[src/rtl/apb_uart_regif.sv]
// ---------------------------------------------------------------------------
// apb_uart_regif
//
// APB slave front end for a UART register block. It captures one APB transfer,
// decodes the captured address into a single request pulse toward the UART,
// waits for the UART to complete, then returns a registered APB response.
//
// Optional feature macro: APB_TIMEOUT_EN
//   defined   : WAIT is bounded by TIMEOUT_CYCLES. On expiry the transfer
//               completes with PSLVERR=1 and PRDATA=0.
//   undefined : WAIT lasts until uart_ready. TIMEOUT_CYCLES has no effect.
//
// Ports
//   PCLK, PRESET            clock, asynchronous active-high reset
//   PSELx, PENABLE, PWRITE  APB control from the master
//   PADDR, PWDATA           APB address and write data
//   PRDATA, PREADY, PSLVERR registered APB response
//   tx_req, rx_req          one-cycle pulses: transmit write / receive read
//   cfg_wr_req, cfg_rd_req  one-cycle pulses: config register write / read
//   req_addr, req_wdata     captured address/data, stable from ISSUE until IDLE
//   uart_rdata, uart_ready,
//   uart_error              UART completion handshake
//
// Register map (byte addresses, exact match, all other addresses unmapped):
//   trans_data 0x00 (W)   recv_data 0x04 (R)
//   baud_config 0x08, frame_config 0x0C, parity_config 0x10,
//   stop_bits_config 0x14 (R/W)
// ---------------------------------------------------------------------------
`ifndef UART_ADDR_TRANS_DATA
  `define UART_ADDR_TRANS_DATA       32'h0000_0000
`endif
`ifndef UART_ADDR_RECV_DATA
  `define UART_ADDR_RECV_DATA        32'h0000_0004
`endif
`ifndef UART_ADDR_BAUD_CONFIG
  `define UART_ADDR_BAUD_CONFIG      32'h0000_0008
`endif
`ifndef UART_ADDR_FRAME_CONFIG
  `define UART_ADDR_FRAME_CONFIG     32'h0000_000C
`endif
`ifndef UART_ADDR_PARITY_CONFIG
  `define UART_ADDR_PARITY_CONFIG    32'h0000_0010
`endif
`ifndef UART_ADDR_STOP_BITS_CONFIG
  `define UART_ADDR_STOP_BITS_CONFIG 32'h0000_0014
`endif

module apb_uart_regif #(
  parameter int DATA_WIDTH     = 32,
  parameter int ADDR_WIDTH     = 32,
  parameter int TIMEOUT_CYCLES = 16
) (
  input  logic                  PCLK,
  input  logic                  PRESET,
  input  logic                  PSELx,
  input  logic                  PENABLE,
  input  logic                  PWRITE,
  input  logic [ADDR_WIDTH-1:0] PADDR,
  input  logic [DATA_WIDTH-1:0] PWDATA,
  output logic [DATA_WIDTH-1:0] PRDATA,
  output logic                  PREADY,
  output logic                  PSLVERR,
  output logic                  tx_req,
  output logic                  rx_req,
  output logic                  cfg_wr_req,
  output logic                  cfg_rd_req,
  output logic [ADDR_WIDTH-1:0] req_addr,
  output logic [DATA_WIDTH-1:0] req_wdata,
  input  logic [DATA_WIDTH-1:0] uart_rdata,
  input  logic                  uart_ready,
  input  logic                  uart_error
);

  typedef enum logic [1:0] {IDLE, ISSUE, WAIT, DONE} state_t;

  state_t state, state_nxt;

  logic req_write;
  logic setup;

  // Address decode of the captured transfer
  logic hit_tx, hit_rx, hit_cfg;
  logic sel_tx, sel_rx, sel_cw, sel_cr, legal;

  // Completion controls produced by the next-state logic
  logic                  cpl;
  logic                  cpl_err;
  logic                  rdata_load;
  logic [DATA_WIDTH-1:0] rdata_val;
  logic                  tmo_hit;

  assign setup = PSELx && !PENABLE;

  assign hit_tx  = (req_addr == ADDR_WIDTH'(`UART_ADDR_TRANS_DATA));
  assign hit_rx  = (req_addr == ADDR_WIDTH'(`UART_ADDR_RECV_DATA));
  assign hit_cfg = (req_addr == ADDR_WIDTH'(`UART_ADDR_BAUD_CONFIG))   ||
                   (req_addr == ADDR_WIDTH'(`UART_ADDR_FRAME_CONFIG))  ||
                   (req_addr == ADDR_WIDTH'(`UART_ADDR_PARITY_CONFIG)) ||
                   (req_addr == ADDR_WIDTH'(`UART_ADDR_STOP_BITS_CONFIG));

  // trans_data is write-only and recv_data is read-only; the wrong direction
  // is treated like an unmapped address.
  assign sel_tx = hit_tx  &&  req_write;
  assign sel_rx = hit_rx  && !req_write;
  assign sel_cw = hit_cfg &&  req_write;
  assign sel_cr = hit_cfg && !req_write;
  assign legal  = sel_tx || sel_rx || sel_cw || sel_cr;

  // Requests are decoded from registered state and captured address, so they
  // are exactly one ISSUE cycle wide and clear asynchronously with reset.
  assign tx_req     = (state == ISSUE) && sel_tx;
  assign rx_req     = (state == ISSUE) && sel_rx;
  assign cfg_wr_req = (state == ISSUE) && sel_cw;
  assign cfg_rd_req = (state == ISSUE) && sel_cr;

`ifdef APB_TIMEOUT_EN
  logic [7:0] tmo_cnt;

  // Counter reads k-1 during the k-th WAIT cycle since it sits at zero
  // outside WAIT; hitting TIMEOUT_CYCLES-1 means this is the last WAIT cycle.
  always_ff @(posedge PCLK or posedge PRESET) begin
    if (PRESET)              tmo_cnt <= '0;
    else if (state == WAIT)  tmo_cnt <= tmo_cnt + 8'd1;
    else                     tmo_cnt <= '0;
  end

  assign tmo_hit = (state == WAIT) && (tmo_cnt == 8'(TIMEOUT_CYCLES - 1));
`else
  // No timeout hardware in this build; TIMEOUT_CYCLES is deliberately unused.
  logic [7:0] unused_tmo;
  assign unused_tmo = 8'(TIMEOUT_CYCLES);
  assign tmo_hit    = 1'b0;
`endif

  // Next-state and completion decisions
  always_comb begin
    state_nxt  = state;
    cpl        = 1'b0;
    cpl_err    = 1'b0;
    rdata_load = 1'b0;
    rdata_val  = '0;
    case (state)
      IDLE: begin
        if (setup) state_nxt = ISSUE;
      end
      ISSUE: begin
        if (!PSELx) begin
          state_nxt = IDLE;                 // master abandoned the transfer
        end else if (legal) begin
          state_nxt = WAIT;
        end else begin
          state_nxt  = DONE;                // decode error: no UART request
          cpl        = 1'b1;
          cpl_err    = 1'b1;
          rdata_load = 1'b1;
        end
      end
      WAIT: begin
        if (!PSELx) begin
          state_nxt = IDLE;
        end else if (uart_ready) begin
          state_nxt  = DONE;
          cpl        = 1'b1;
          cpl_err    = uart_error;
          rdata_load = !req_write;
          rdata_val  = uart_rdata;
        end else if (tmo_hit) begin
          state_nxt  = DONE;
          cpl        = 1'b1;
          cpl_err    = 1'b1;
          rdata_load = 1'b1;
        end
      end
      DONE: begin
        state_nxt = IDLE;
      end
      default: state_nxt = IDLE;
    endcase
  end

  always_ff @(posedge PCLK or posedge PRESET) begin
    if (PRESET) begin
      state     <= IDLE;
      PRDATA    <= '0;
      PREADY    <= 1'b0;
      PSLVERR   <= 1'b0;
      req_addr  <= '0;
      req_wdata <= '0;
      req_write <= 1'b0;
    end else begin
      state  <= state_nxt;
      PREADY <= cpl;                       // high only in the DONE cycle
      if (cpl)        PSLVERR <= cpl_err;
      if (rdata_load) PRDATA  <= rdata_val;
      if ((state == IDLE) && setup) begin
        req_addr  <= PADDR;
        req_wdata <= PWDATA;
        req_write <= PWRITE;
      end
    end
  end

endmodule
[config.mk]
export PLATFORM = sky130hd
export DESIGN_NAME = apb_uart_regif
export DESIGN_NICKNAME = d
export VERILOG_FILES = /design/src/rtl/apb_uart_regif.sv
export SDC_FILE = /design/constraint.sdc
export NUM_CORES = 1
export LEC_CHECK = 0
export ABC_AREA = 1
export BUFFER_PORTS_ARGS = -buffer_cell sky130_fd_sc_hd__buf_4
export CORE_MARGIN = 2
export CORE_UTILIZATION = 50
export DETAILED_ROUTE_END_ITERATION = 12
export PLACE_DENSITY = 0.85
export SETUP_SLACK_MARGIN = 0.4
export SYNTH_ARGS = -nofsm -noshare
export SYNTH_HDL_FRONTEND = slang
export SYNTH_SLANG_ARGS = --single-unit
[constraint.sdc]
create_clock -name PCLK -period 4.58 [get_ports PCLK]
set_input_delay 0 -clock PCLK [delete_from_list [all_inputs] [get_ports PCLK]]
set_output_delay 0 -clock PCLK [all_outputs]
set_load 0.05 [all_outputs]
==> results of run 1 <==
-- kinds of logic (layout without fill, tap and decap cells) --
group / Yosys count / after routing / synth area share (%)
other: 0 / 1 / 0
AO/OA/AOI/OAI: 9 / 9 / 1.05
buffers and inverters: 69 / 371 / 6.78
adder cells (fa/ha/maj): 3 / 3 / 0.848
XOR/XNOR: 1 / 1 / 0.198
multiplexers: 60 / 60 / 15.3
flip-flops: 101 / 101 / 57.1
AND/OR/NAND/NOR: 200 / 200 / 18.8
-- layout make-up --
type                    instances  area (um2)
inverters                      49         186
clock inverters                 5        60.1
fillers                       471        1430
clock buffers                  11         141
well taps                     108         135
multi-input cells             273        1600
flip-flops and latches        101        2530
diodes                          1        2.50
repair buffers                306        2550
-- power by group --
part	switching (mW)	internal, mW	leakage [nW]
registers	0.263	1.23	1.26
clock network	0.315	0.270	0.0995
logic	1.79	0.851	2.47
total	2.37	2.35	3.83
-- state kept, by name, indices dropped and copies added, names as in the netlist --
name       flops
PRDATA        32
req_addr      32
req_wdata     32
state          2
PREADY         1
PSLVERR        1
req_write      1
-- layout by cell type (no fill, tap or decap), types with 2 or more instances in the layout --
master         Yosys  final
buf_4              3    206
inv_1             48     47
nand2_4            2      2
ha_1               3      3
mux2_2            60     60
nand3_1           36     36
clkbuf_8           0     10
nor2_1            65     65
nor3_1             3      3
a21oi_1            5      5
clkinv_4           0      2
dfrtp_1          101    101
o21ai_0            2      2
nand2_2            1      2
nand2_1           88     87
dlygate4sd3_1      0    100
-- stage by stage --
step | util, % | worst slack [ns] | instances | total power [mW]
2_1_floorplan | - | 1.93 | 443 | 3.23
3_3_place_gp | 69.5 | 2.42 | 737 | 3.94
3_5_place_dp | 69.5 | 2.32 | 737 | 4.00
4_1_cts | 83.4 | 2.30 | 853 | 4.64
5_1_grt | 83.4 | 2.03 | 854 | 4.91
6_report | 83.4 | 2.29 | 854 | 4.72
-- worst reg2reg max path, delay by kind of cell, from the launching register on --
kind | cells | cell delay, ns
buffers and inverters | 1 | 0.08
DFF | 1 | 0.39
and+or+nand+nor | 3 | 0.67
adders and majority gates | 1 | 1.06
-- worst min-delay path by stage --
stage	end	slack, ns	cells past startpoint
after CTS	PSLVERR	0.004	5
after global placement	req_wdata[24]	0.10	2
after floorplan	req_addr[10]	0.15	1
after detailed placement	req_wdata[24]	0.12	2
final	PSLVERR	0.02	5
after global routing	PSLVERR	0.05	5
-- synthesized netlist by cell type --
cell type,count,share of area [%]
xor2_1,1,0.20
nand3_1,36,4.1
nand3_2,1,0.23
dfrtp_1,101,57
o21ai_0,2,0.23
buf_2,6,0.68
nand2_1,88,7.5
nor3_1,3,0.34
mux2_2,60,15
a31oi_1,1,0.14
and3_1,1,0.14
and2_1,1,0.14
nand2_2,1,0.14
buf_1,1,0.085
nor2_2,1,0.14
inv_1,48,4.1
nand2_4,2,0.51
nor2_1,65,5.5
o21ai_1,1,0.11
buf_6,3,0.76
buf_4,3,0.51
nand4_1,1,0.14
inv_2,1,0.085
a21oi_1,5,0.56
clkbuf_1,7,0.59
ha_1,3,0.85
-- timing repair --
action                                  in CTS  in global routing
hold endpoints to repair                   145                  0
endpoints found under the setup margin       0                  0
hold buffers                               100                  0
-- metal layers --
metal | up-vias | track usage [%]
met5 | - | 0
met4 | 0 | 11.6
met3 | 39 | 5.73
met2 | 176 | 56.7
met1 | 2024 | 33.8
li1 | 1981 | -
==> impl_metrics.json, run 1 <==
{
  "status": "finished, final reports clean",
  "wl_per_cell_um": 16.9,
  "start_util_pct": 51.3,
  "crit_cells": 5,
  "avgSynthCellArea_um2": 10.0,
  "reg2reg_slack_ns": 2.29,
  "syn2layout_area_growth_pct": 62.7,
  "drt-initial-drc-count": 190,
  "max_stage_delay_ns": 1.06,
  "whs_ns": 0.0155,
  "ys_seq_area_share_pct": 57.1,
  "grt-ovfl-total": 0,
  "htree_levels": 3,
  "start_kind": "register",
  "fp.coreArea_um2": 8640,
  "min_path_type": "input pin to register",
  "p_per_area_nw_per_um2": 655,
  "drv_slew": 0,
  "vdd_drop_max_uv": 665,
  "dieArea_um2": 9630,
  "root_buffer": "clkbuf_8",
  "nets": 846,
  "finalHoldViolations": 0,
  "row_count": 34,
  "crit_slowest_cell": "ha_1",
  "rsz0062_at_grt": "false",
  "p_leak_nw": 3.83,
  "cts_tree": "done",
  "rr_startpoint": "state[0]",
  "synthCells": 443,
  "grt_usage_pct": 30.3,
  "ys_types": 26,
  "clock_skew_ns": 0.0267,
  "yosys_warnings": 0,
  "endpoint_kind": "register",
  "path_clk_slew_ns": 0.09,
  "min_from": "uart_ready",
  "cts_buffers": 9,
  "crit_buf_inv": 1,
  "synthesis.area_um2": 4430,
  "vias": 4220,
  "worstMarginPinSlew_ns": 1.16,
  "final_area_um2": 7200,
  "placed_cell_area_um2": 6000,
  "required_ns": 4.81,
  "relSlewSlack_pct": 22.9,
  "worstSetupPathType": "register to register",
  "viasPerCell": 4.94,
  "place_congestion": 0.818,
  "top_layer_used": "met4",
  "critPathMaxFanout": 35,
  "ys_ff_latch": 101,
  "cts_buffer_depth": 2,
  "die-width_um": 98.1,
  "worstSetupStartpoint": "state[0]",
  "max_freq_ghz": 0.436,
  "dp_hpwl_um": 7870,
  "finalSetupTns_ns": 0,
  "clkLatencyLatePin_ns": 0.36,
  "fin_crit_ns": 2.29,
  "drv_cap": 0,
  "ff2ff_path_depth": 5,
  "synth_fp_nets": 549,
  "grt_pass1_vias": 4544,
  "crit_arrival_ns": 2.53,
  "crit_end": "PRDATA[0]",
  "wl_met2_um": 7850,
  "grt_max_degree": 56,
  "antenna_found_initial": 1,
  "path_cells": "inv_1 -> ha_1 -> nand2_4 -> nand2_1 -> nand2_1",
  "post_cts_resized": 0,
  "die_y_um": 98.1,
  "setup_violations": 0,
  "drc": 0,
  "wirelength_met1_um": 5270,
  "drive_gt1_share_pct": 38.8,
  "dr.pass1.iters": 4,
  "wirelength_um": 14400,
  "timing.final.crit_share_pct": 50.1,
  "post-cts-setup-buffers": 0,
  "clock_sinks": 101,
  "cpMostUsedCell": "nand2_1",
  "crit_family": "adder cells",
  "r2r_end": "PRDATA[0]",
  "grt_pass1_wl_um": 23000,
  "port_buffers": 204,
  "postRouteAntennaNets": 0,
  "boundaryPins": 205,
  "dr_wl_met3_um": 817
}
Note: power is estimated with default switching activity, not from simulation.
==> run 2, diff against run 1 <==
--- a/config.mk
+++ b/config.mk
@@ -5,12 +5,12 @@
 export SDC_FILE = /design/constraint.sdc
 export NUM_CORES = 1
 export LEC_CHECK = 0
-export ABC_AREA = 1
+export ABC_AREA = 0
 export BUFFER_PORTS_ARGS = -buffer_cell sky130_fd_sc_hd__buf_4
 export CORE_MARGIN = 2
-export CORE_UTILIZATION = 50
+export CORE_UTILIZATION = 49
 export DETAILED_ROUTE_END_ITERATION = 12
-export PLACE_DENSITY = 0.85
+export PLACE_DENSITY = 0.81
 export SETUP_SLACK_MARGIN = 0.4
 export SYNTH_ARGS = -nofsm -noshare
 export SYNTH_HDL_FRONTEND = slang
==> constraint.sdc (replaced) <==
create_clock -name PCLK -period 2.3 [get_ports PCLK]
set_input_delay 0 -clock PCLK [delete_from_list [all_inputs] [get_ports PCLK]]
set_output_delay 0 -clock PCLK [all_outputs]
set_load 0.05 [all_outputs]
==> run 2 against run 1 <==
  * Critical path depth unchanged
  * Count of clock-buffer cells in the layout decreased by 1
  * Core utilization decreased by 1.8 points
  * Flip-flop and latch count unchanged
  * First-iteration DRC count increased by 69%
  * Clock skew decreased by 0.012 ns
  * Synthesized cell count decreased by 13%
  * Worst setup slack got worse by 2.1 ns
  * Critical endpoint is now cfg_rd_req
  * Clock power increased by 93%
==> impl_metrics.json, run 2 <==
{
  "status": "finished, final reports clean",
  "viasPerCell": 5.58,
  "num-fill-cells": 533,
  "grt_usage_pct": 30.6,
  "finalHoldViolations": 0,
  "vdd_drop_max_uv": 1180,
  "clock_sinks": 101,
  "fp.coreArea_um2": 10100,
  "path_clk_slew_ns": 0.10,
  "yosysTopAreaCellShare_pct": 50.1,
  "final_area_um2": 8280,
  "die_y_um": 105,
  "relSlewSlack_pct": 45.0,
  "grt-ovfl-total": 0,
  "drv_cap": 0,
  "worstSetupPathType": "register to primary output",
  "min_from": "PENABLE",
  "finalPower_mw": 12.4,
  "synthCells": 385,
  "grt_pass1_wl_um": 26300,
  "die-width_um": 105,
  "clkLatencyLatePin_ns": 0.38,
  "drv_slew": 0,
  "postRouteAntennaNets": 0,
  "min_path_type": "input pin to register",
  "wl_per_cell_um": 21.4,
  "row_count": 37,
  "dr.pass1.iters": 5,
  "critPathMaxFanout": 3,
  "p_leak_nw": 3.73,
  "synth_edf_count": 0,
  "setup_violations": 0,
  "syn2layout_area_growth_pct": 64.0,
  "port_buffers": 204,
  "ys_seq_area_share_pct": 50.1,
  "htree_levels": 3,
  "p_per_area_nw_per_um2": 1490,
  "yosys_warnings": 0,
  "synth_common_cells": "101 x dfrtp_1, 65 x mux2_2, 36 x inv_1",
  "finalSetupTns_ns": 0,
  "synthesis.area_um2": 5050,
  "crit_arrival_ns": 2.15,
  "grt_max_degree": 66,
  "vias": 4703,
  "drt-initial-drc-count": 321,
  "final_common_cell": "buf_4",
  "nets": 808,
  "synthTopCellsByArea": "dfrtp_1 50%, mux2_2 15%, o2111ai_2 8.9%, o211ai_2 7.4%, nand3_1 3.4%",
  "worstMarginPinSlew_ns": 0.823,
  "max_freq_ghz": 0.466,
  "synth_top_cell_by_area": "dfrtp_1",
  "cts_buffer_depth": 2,
  "boundaryPins": 205,
  "wirelength_um": 18100,
  "dieArea_um2": 11100,
  "timing.final.crit_share_pct": 93.3,
  "cts_buffers": 9,
  "drive_gt1_share_pct": 56.7,
  "synth_fp_nets": 491,
  "grt_pass1_vias": 4899,
  "required_ns": 2.30,
  "cts_tree": "done",
  "rsz0062_at_grt": "true",
  "synth-async-reset-ratio_pct": 100,
  "rr_startpoint": "req_addr[13]",
  "start_kind": "register",
  "whs_ns": 0.0326,
  "top_regs": "PRDATA (32), req_addr (32), req_wdata (32)",
  "drc": 0,
  "placed_cell_area_um2": 6750,
  "root_buffer": "clkbuf_8",
  "ys_types": 43,
  "start_util_pct": 49.8,
  "antenna_found_initial": 0,
  "yosysMostFrequentCell": "dfrtp_1",
  "clock_skew_ns": 0.0145,
  "dp_hpwl_um": 8990,
  "fin_crit_ns": 2.15,
  "diodes": 0,
  "worstSetupStartpoint": "req_addr[13]",
  "mostFrequentLayoutCells": "220 x buf_4, 100 x dlygate4sd3_1, 98 x dfrtp_1",
  "endpoint_kind": "primary output",
  "avgSynthCellArea_um2": 13.1,
  "place_congestion": 0.797,
  "ys.flop_type": "dfrtp_1",
  "ys_ff_latch": 101
}
[run 2: cell types whose count changed in the layout (fill, tap and decap cells not counted), moves of 6 or more]
cell and change:
nand2_1 -82, buf_12 +7, inv_1 -12, o211ai_2 +30
o2111ai_2 +30, buf_6 +6, nor2_1 -60, nor4_4 +6
buf_4 +14
[run 2: kinds of logic (layout without fill, tap and decap cells)]
family | after synthesis | after routing | share of synthesized area, %
AND/OR/NAND/NOR | 68 | 68 | 8.30
buffers and inverters | 66 | 387 | 6.25
XOR/XNOR | 2 | 2 | 0.347
multiplexers | 65 | 65 | 14.5
adder cells (fa/ha/maj) | 3 | 3 | 0.744
AO/OA/AOI/OAI | 80 | 81 | 19.8
flip-flops | 101 | 101 | 50.1
[run 2: repair_timing]
action,CTS,global route
gates cloned,2,0
endpoints found under the hold margin,132,0
pin swaps,7,6
endpoints found under the setup margin,36,36
buffers inserted,15,4
hold buffers,100,0
resized for setup,13,16
[run 2: per-layer routing]
layer	track usage, %	part of all wire, %
met1	36.9	38
met2	54.2	53
met3	7.48	6.3
met4	9.02	2.4
met5	0	0
[run 2: cell type report]
| class | count | area (um2) | share of cell area [%] |
|---|---|---|---|
| timing repair buffer | 335 | 2920 | 35.3 |
| sequential | 101 | 2530 | 30.6 |
| multi-input combinational | 219 | 2330 | 28.2 |
| tap | 136 | 170 | 2.06 |
| inverter | 36 | 139 | 1.68 |
| clock buffer | 10 | 128 | 1.54 |
| clock inverter | 6 | 56.3 | 0.680 |
[run 2: final timing paths]
kind / endpoint / slack (ns) / cells after the start
max in group asynchronous: req_wdata[31] / 1.31 / 4
max: cfg_rd_req / 0.15 / 5
min in group asynchronous: req_wdata[28] / 0.31 / 3
min: state[1] / 0.03 / 3
min reg2reg: req_wdata[22] / 0.53 / 1
max reg2reg: PRDATA[29] / 0.34 / 7
[run 2: where the power goes]
| part | switching (mW) | total [mW] | internal, mW |
|---|---|---|---|
| Sequential | 0.919 | 3.56 | 2.64 |
| Combinational | 4.93 | 7.68 | 2.75 |
| Clock | 0.711 | 1.13 | 0.417 |
[run 2: worst max-delay path, cell delays in order (launching register included)]
cell,delay (ns)
dfrtp_2,0.48
nor4_4,0.41
and4_4,0.31
nand3_2,0.13
nor3b_2,0.26
buf_6,0.20
[run 2: stage by stage]
stage	setup slack [ns]	utilization, %	std cells
after CTS	0.327	80.7	839
after global routing	0.121	81.6	843
after detailed placement	0.0232	66.6	706
after global placement	0.108	66.6	706
final	0.153	81.6	843
after floorplan	0.0516	-	385
